<file path="src/rtl/mux_ser_pkg.sv">
// mux_ser_pkg: shared state encoding, default sizes and select start/end index helpers
//   IDLE/RUN   : FSM state encoding
//   DEF_WIDTH  : default parallel word width
//   DEF_SEL_W  : default select width
//   start_idx  : first select index of a word for a given bit order
//   end_idx    : final select index of a word for a given bit order
package mux_ser_pkg;
    typedef enum logic {IDLE = 1'b0, RUN = 1'b1} state_t;
    localparam int DEF_WIDTH = 16;
    localparam int DEF_SEL_W = 4;
    function automatic int start_idx(input int width, input bit msb_first);
        return msb_first ? width - 1 : 0;
    endfunction
    function automatic int end_idx(input int width, input bit msb_first);
        return msb_first ? 0 : width - 1;
    endfunction
endpackage

</file>
<file path="src/rtl/sel_counter.sv">
// sel_counter: loadable up/down select counter with an end-of-range flag
//   clk, rst_n : clock, async active-low reset (count clears to 0)
//   load_i     : load start_i (takes priority over en_i)
//   en_i       : step the count by one
//   down_i     : step direction, 1 = decrement
//   start_i    : value loaded on load_i
//   end_i      : value at which last_o is raised
//   cnt_o      : current count
//   last_o     : count equals end_i
module sel_counter
    import mux_ser_pkg::*;
#(
    parameter int SEL_W = DEF_SEL_W
) (
    input  logic             clk,
    input  logic             rst_n,
    input  logic             load_i,
    input  logic             en_i,
    input  logic             down_i,
    input  logic [SEL_W-1:0] start_i,
    input  logic [SEL_W-1:0] end_i,
    output logic [SEL_W-1:0] cnt_o,
    output logic             last_o
);
    logic [SEL_W-1:0] cnt_q, cnt_d;

    always_comb begin
        cnt_d = load_i ? start_i : en_i ? (down_i ? cnt_q - 1'b1 : cnt_q + 1'b1) : cnt_q;
    end

    always_ff @(posedge clk or negedge rst_n) begin
        if (!rst_n) cnt_q <= '0;
        else        cnt_q <= cnt_d;
    end

    assign cnt_o  = cnt_q;
    assign last_o = cnt_q == end_i;
endmodule

</file>
<file path="src/rtl/mux_serializer.sv">
// mux_serializer: accepts a parallel word and streams its bits out one per serial transfer
//   clk, rst_n : clock, async active-low reset
//   in_valid   : parallel word available
//   in_ready   : word can be accepted this cycle
//   in_data    : parallel word, sampled on accept
//   sel_out    : current select index, for an external WIDTH:1 mux
//   ser_out    : bit of the held word at sel_out
//   ser_valid  : ser_out is valid
//   ser_ready  : downstream accepts the bit
//   ser_last   : current bit is the final bit of the word
//   busy       : a word is held
module mux_serializer
    import mux_ser_pkg::*;
#(
    parameter int WIDTH     = DEF_WIDTH,
    parameter int SEL_W     = DEF_SEL_W,
    parameter bit MSB_FIRST = 1'b0
) (
    input  logic             clk,
    input  logic             rst_n,
    input  logic             in_valid,
    output logic             in_ready,
    input  logic [WIDTH-1:0] in_data,
    output logic [SEL_W-1:0] sel_out,
    output logic             ser_out,
    output logic             ser_valid,
    input  logic             ser_ready,
    output logic             ser_last,
    output logic             busy
);
    localparam logic [SEL_W-1:0] START = SEL_W'(start_idx(WIDTH, MSB_FIRST));
    localparam logic [SEL_W-1:0] STOP  = SEL_W'(end_idx(WIDTH, MSB_FIRST));

    state_t           state_q, state_d;
    logic [WIDTH-1:0] data_q, data_d;
    logic             cnt_last, xfer, accept;

    sel_counter #(.SEL_W(SEL_W)) u_cnt (
        .clk     (clk),
        .rst_n   (rst_n),
        .load_i  (accept),
        .en_i    (xfer),
        .down_i  (MSB_FIRST),
        .start_i (START),
        .end_i   (STOP),
        .cnt_o   (sel_out),
        .last_o  (cnt_last)
    );

    // the counter's end flag is meaningless while idle (index 0 is the end for MSB-first)
    assign ser_valid = state_q == RUN;
    assign busy      = ser_valid;
    assign ser_last  = ser_valid && cnt_last;
    assign ser_out   = ser_valid && data_q[sel_out];
    assign xfer      = ser_valid && ser_ready;
    assign in_ready  = !ser_valid || (ser_last && ser_ready);
    assign accept    = in_valid && in_ready;

    // an accept on the last-bit transfer keeps RUN, giving back-to-back words with no bubble
    always_comb begin
        state_d = accept ? RUN : (xfer && ser_last) ? IDLE : state_q;
        data_d  = accept ? in_data : data_q;
    end

    always_ff @(posedge clk or negedge rst_n) begin
        if (!rst_n) begin
            state_q <= IDLE;
            data_q  <= '0;
        end else begin
            state_q <= state_d;
            data_q  <= data_d;
        end
    end
endmodule

</file>
<file path="config.mk">
export PLATFORM = sky130hd
export DESIGN_NAME = mux_serializer
export DESIGN_NICKNAME = d
export VERILOG_FILES = /design/src/rtl/mux_ser_pkg.sv /design/src/rtl/sel_counter.sv /design/src/rtl/mux_serializer.sv
export SDC_FILE = /design/constraint.sdc
export NUM_CORES = 1
export LEC_CHECK = 0
export ABC_CLOCK_PERIOD_IN_PS = 1500
export BUFFER_PORTS_ARGS = -buffer_cell sky130_fd_sc_hd__buf_4
export CAP_MARGIN = 20
export CORE_MARGIN = 8
export CORE_UTILIZATION = 40
export DETAILED_ROUTE_END_ITERATION = 8
export GPL_ROUTABILITY_DRIVEN = 1
export PLACE_DENSITY = 0.64
export SLEW_MARGIN = 20
export SYNTH_ARGS = -nofsm -noshare
export SYNTH_HDL_FRONTEND = slang
export SYNTH_SLANG_ARGS = --single-unit
</file>
<file path="constraint.sdc">
create_clock -name clk -period 1.5 [get_ports clk]
set_input_delay 0.3 -clock clk [delete_from_list [all_inputs] [get_ports clk]]
set_output_delay 0.3 -clock clk [all_outputs]
set_load 0.02 [all_outputs]
</file>
==> flow_summary.toml <==
[outcome]
outcome = "finished with violations"
failed_checks = "setup timing"

[worst_setup_path]
crit_buf_inv = 2
worstSetupPathType = "reg -> out"
required_ps = 1200
rr_endpoint = "data_q[12]"
critical-path-top-delay-family = "multiplexers"
crit_arrival_ps = 1770
r2r-start = "u_cnt.cnt_o[0]"
end_kind = "output pin"
crit_slowest_cell = "mux4_2"
crit_chain = "buf_6, mux4_2, o22ai_2, o32ai_1, and2_4, buf_6"
crit_path_start_kind = "register"
reg2regPathDepth = 7
path_max_fanout = 5
r2r_slack_ps = -270
critPathMaxStageDelay_ps = 500
critPathMostFrequentCell = "buf_6"

[pwr]
p_total_uw = 2997
combPwrFrac = 0.556
sw_frac_of_total = 0.3326
p_switching_uw = 996.7
power.density_mw_per_mm2 = 1939
leakage_uw = 0.0007252
power_frac_seq = 0.357
p_int_uw = 2000
power_frac_clock = 0.087
irDropWorstVdd_mv = 1.294

[die]
die_w_um = 69.24
initial_utilization = 0.4146
fp-row-count = 19
io_pins = 29
die_h_um = 69.24
core_mm2 = 0.002734
die-area_mm2 = 0.004793

[layout]
n_antenna_cell = 0
final_cells = 156
final_layout_size_suffix_gt1_frac = 0.6640
final_util = 0.5652
area_growth_pct = 36.31
finalNetCount = 147

[sta]
final.setup_skew_ps = 6.904
finalSetupViolCount = 20
fin_crit_ps = 2069
post-route-period-util = 1.379
tightest_slew_ps = 378.6
relSlewSlack = 0.7469
slew_violations = 0
hold_violations = 0
fmax_ghz = 0.4834
rsz0062_at_grt = "true"
setup_slack_ps = -568.6
hold_slack_ps = 223.3

[drt]
drt-wirelength-per-cell_um = 15.66
via_count = 789
wirelength_mm = 2.443
detail-route-antenna-nets = 0
viasPerCell = 5.058
drcViolationCount = 0
drt_iter0_drc = 10
drtPass1Iterations = 2

[logic_synthesis]
synth_warnings = 0
synth.most_common_cell = "dfrtp_1"
synth_top_cell_by_area = "dfrtp_1"
ys_top_cells_by_count = "dfrtp_1 (21), mux2_2 (10), mux2_4 (10), nand2_1 (4)"
syn_nets = 101
avgSynthCellArea_um2 = 14.17
synth_edf_count = 0
async_reset_ff_frac = 1.000
synth.distinct_cells = 30
syn-cell-area_mm2 = 0.001134
seq_area_frac_synth = 0.4636
synth_top_area_frac = 0.4636
synth_area_leaders = "dfrtp_1 (46%), mux2_4 (13%), mux2_2 (9.9%), buf_6 (3.0%), mux4_1 (2.3%)"
ys_ff_latch = 21
synth_top_flop_cell = "dfrtp_1"
synth_cells = 80

[global_routing]
grtUsageMet1 = 0.1314
grt_max_degree = 22
use_met3 = 0.04435
grtUsageTotal = 0.1065
grt_most_used_layer = "met2"
met2_usage = 0.1691
antenna_found_initial = 0
grt_pass1_wl_mm = 4.284
grt-ovfl-total = 0
grt_pass1_vias = 877

[clock_tree]
path_clk_slew_ps = 110
clk_path_buf_depth = 2
cts_buffers = 3
root_buffer = "clkbuf_4"
clkLatencyLatePin_ps = 300
cts.sinks = 21
h-tree-depth = 1
cts_tree = "built"

[place]
dp_hpwl_mm = 1.826
gp_congestion = 0.7527
port_buffers = 28
dp.cells = 148

[hold_path]
hold_path_end = "data_q[7]"
min_from = "in_data[7]"
hold_class = "in -> reg"
whs_path_depth = 2

[job]
maxCapViolCount = 0
[flip-flops by register name, indices dropped and copies added (netlist names)]
register,flops
u_cnt.cnt_o,4
busy,1
data_q,16
[routing by layer]
| metal | vias up | routed length (um) |
|---|---|---|
| met1 | 385 | 1113 |
| met5 | - | 0 |
| met3 | 2 | 104 |
| li1 | 386 | - |
| met4 | 0 | 19 |
| met2 | 16 | 1205 |
[power groups by stage]
stage               registers (uW)  logic, uW  clock network, uW
finish                        1070       1670                260
global route                  1110       1810                296
CTS                           1070       1670                275
detailed placement            1070       1550                  0
global placement              1070       1510                  0
floorplan                     1070       1010                  0
[how the worst max path moves through the flow]
stage,slack [ps],startpoint,endpoint,depth (start not counted)
finish,-570,u_cnt.cnt_o[0],ser_out,6
global placement,-270,u_cnt.cnt_o[0],ser_out,5
CTS,-590,u_cnt.cnt_o[0],ser_out,6
global route,-690,u_cnt.cnt_o[0],ser_out,6
detailed placement,-330,u_cnt.cnt_o[0],ser_out,5
floorplan,-210,u_cnt.cnt_o[0],ser_out,5
[cell usage in the layout, fill, tap and decap left out, types with 3 or more instances in the layout]
| master | Yosys | final |
|---|---|---|
| mux2_2 | 10 | 10 |
| dfrtp_1 | 21 | 19 |
| mux2_4 | 10 | 10 |
| nand2_1 | 4 | 4 |
| clkbuf_4 | 0 | 3 |
| buf_4 | 1 | 41 |
| inv_1 | 3 | 3 |
[worst register-to-register path: stages (launching register included)]
cell	delay, ps
dfrtp_2	420
buf_4	170
ha_4	150
nand4_2	80
buf_4	160
a21oi_4	190
clkbuf_16	200
mux2_4	300
[kinds of logic (layout without fill, tap and decap cells)]
logic type | after synthesis | count (layout) | share of synthesized area
and+or+nand+nor | 13 | 13 | 0.07286
xor gates and xnor gates | 1 | 1 | 0.007728
AOI/OAI and AO/OA | 14 | 14 | 0.1060
muxes | 22 | 22 | 0.2748
DFF | 21 | 21 | 0.4636
adders and majority gates | 1 | 1 | 0.01104
buffers and inverters | 8 | 53 | 0.06402
[per-stage QoR]
step	setup TNS [ps]	worst slack [ps]	cell area, um^2
6_report	-5293	-568.6	1545
5_1_grt	-7056	-691.0	1545
4_1_cts	-5729	-591.5	1541
3_5_place_dp	-4068	-327.3	1444
3_3_place_gp	-3044	-274.4	1444
2_1_floorplan	-2221	-214.6	1139
[layout make-up]
class,instances,area [um^2]
clock buffers,4,26.28
fillers,245,1189
inverters,3,11.26
multi-input cells,51,555.5
flip-flops and latches,21,528.0
well taps,31,38.79
repair buffers,46,385.4
[repair_timing]
action / CTS / global route
setup buffers: 2 / 0
pin swaps: 1 / 1
endpoints found under the setup margin: 21 / 21
hold buffers: 1 / 0
gates cloned: 1 / 0
resized for setup: 7 / 3
endpoints found under the hold margin: 21 / 0
Note: power is estimated with default switching activity, not from simulation.
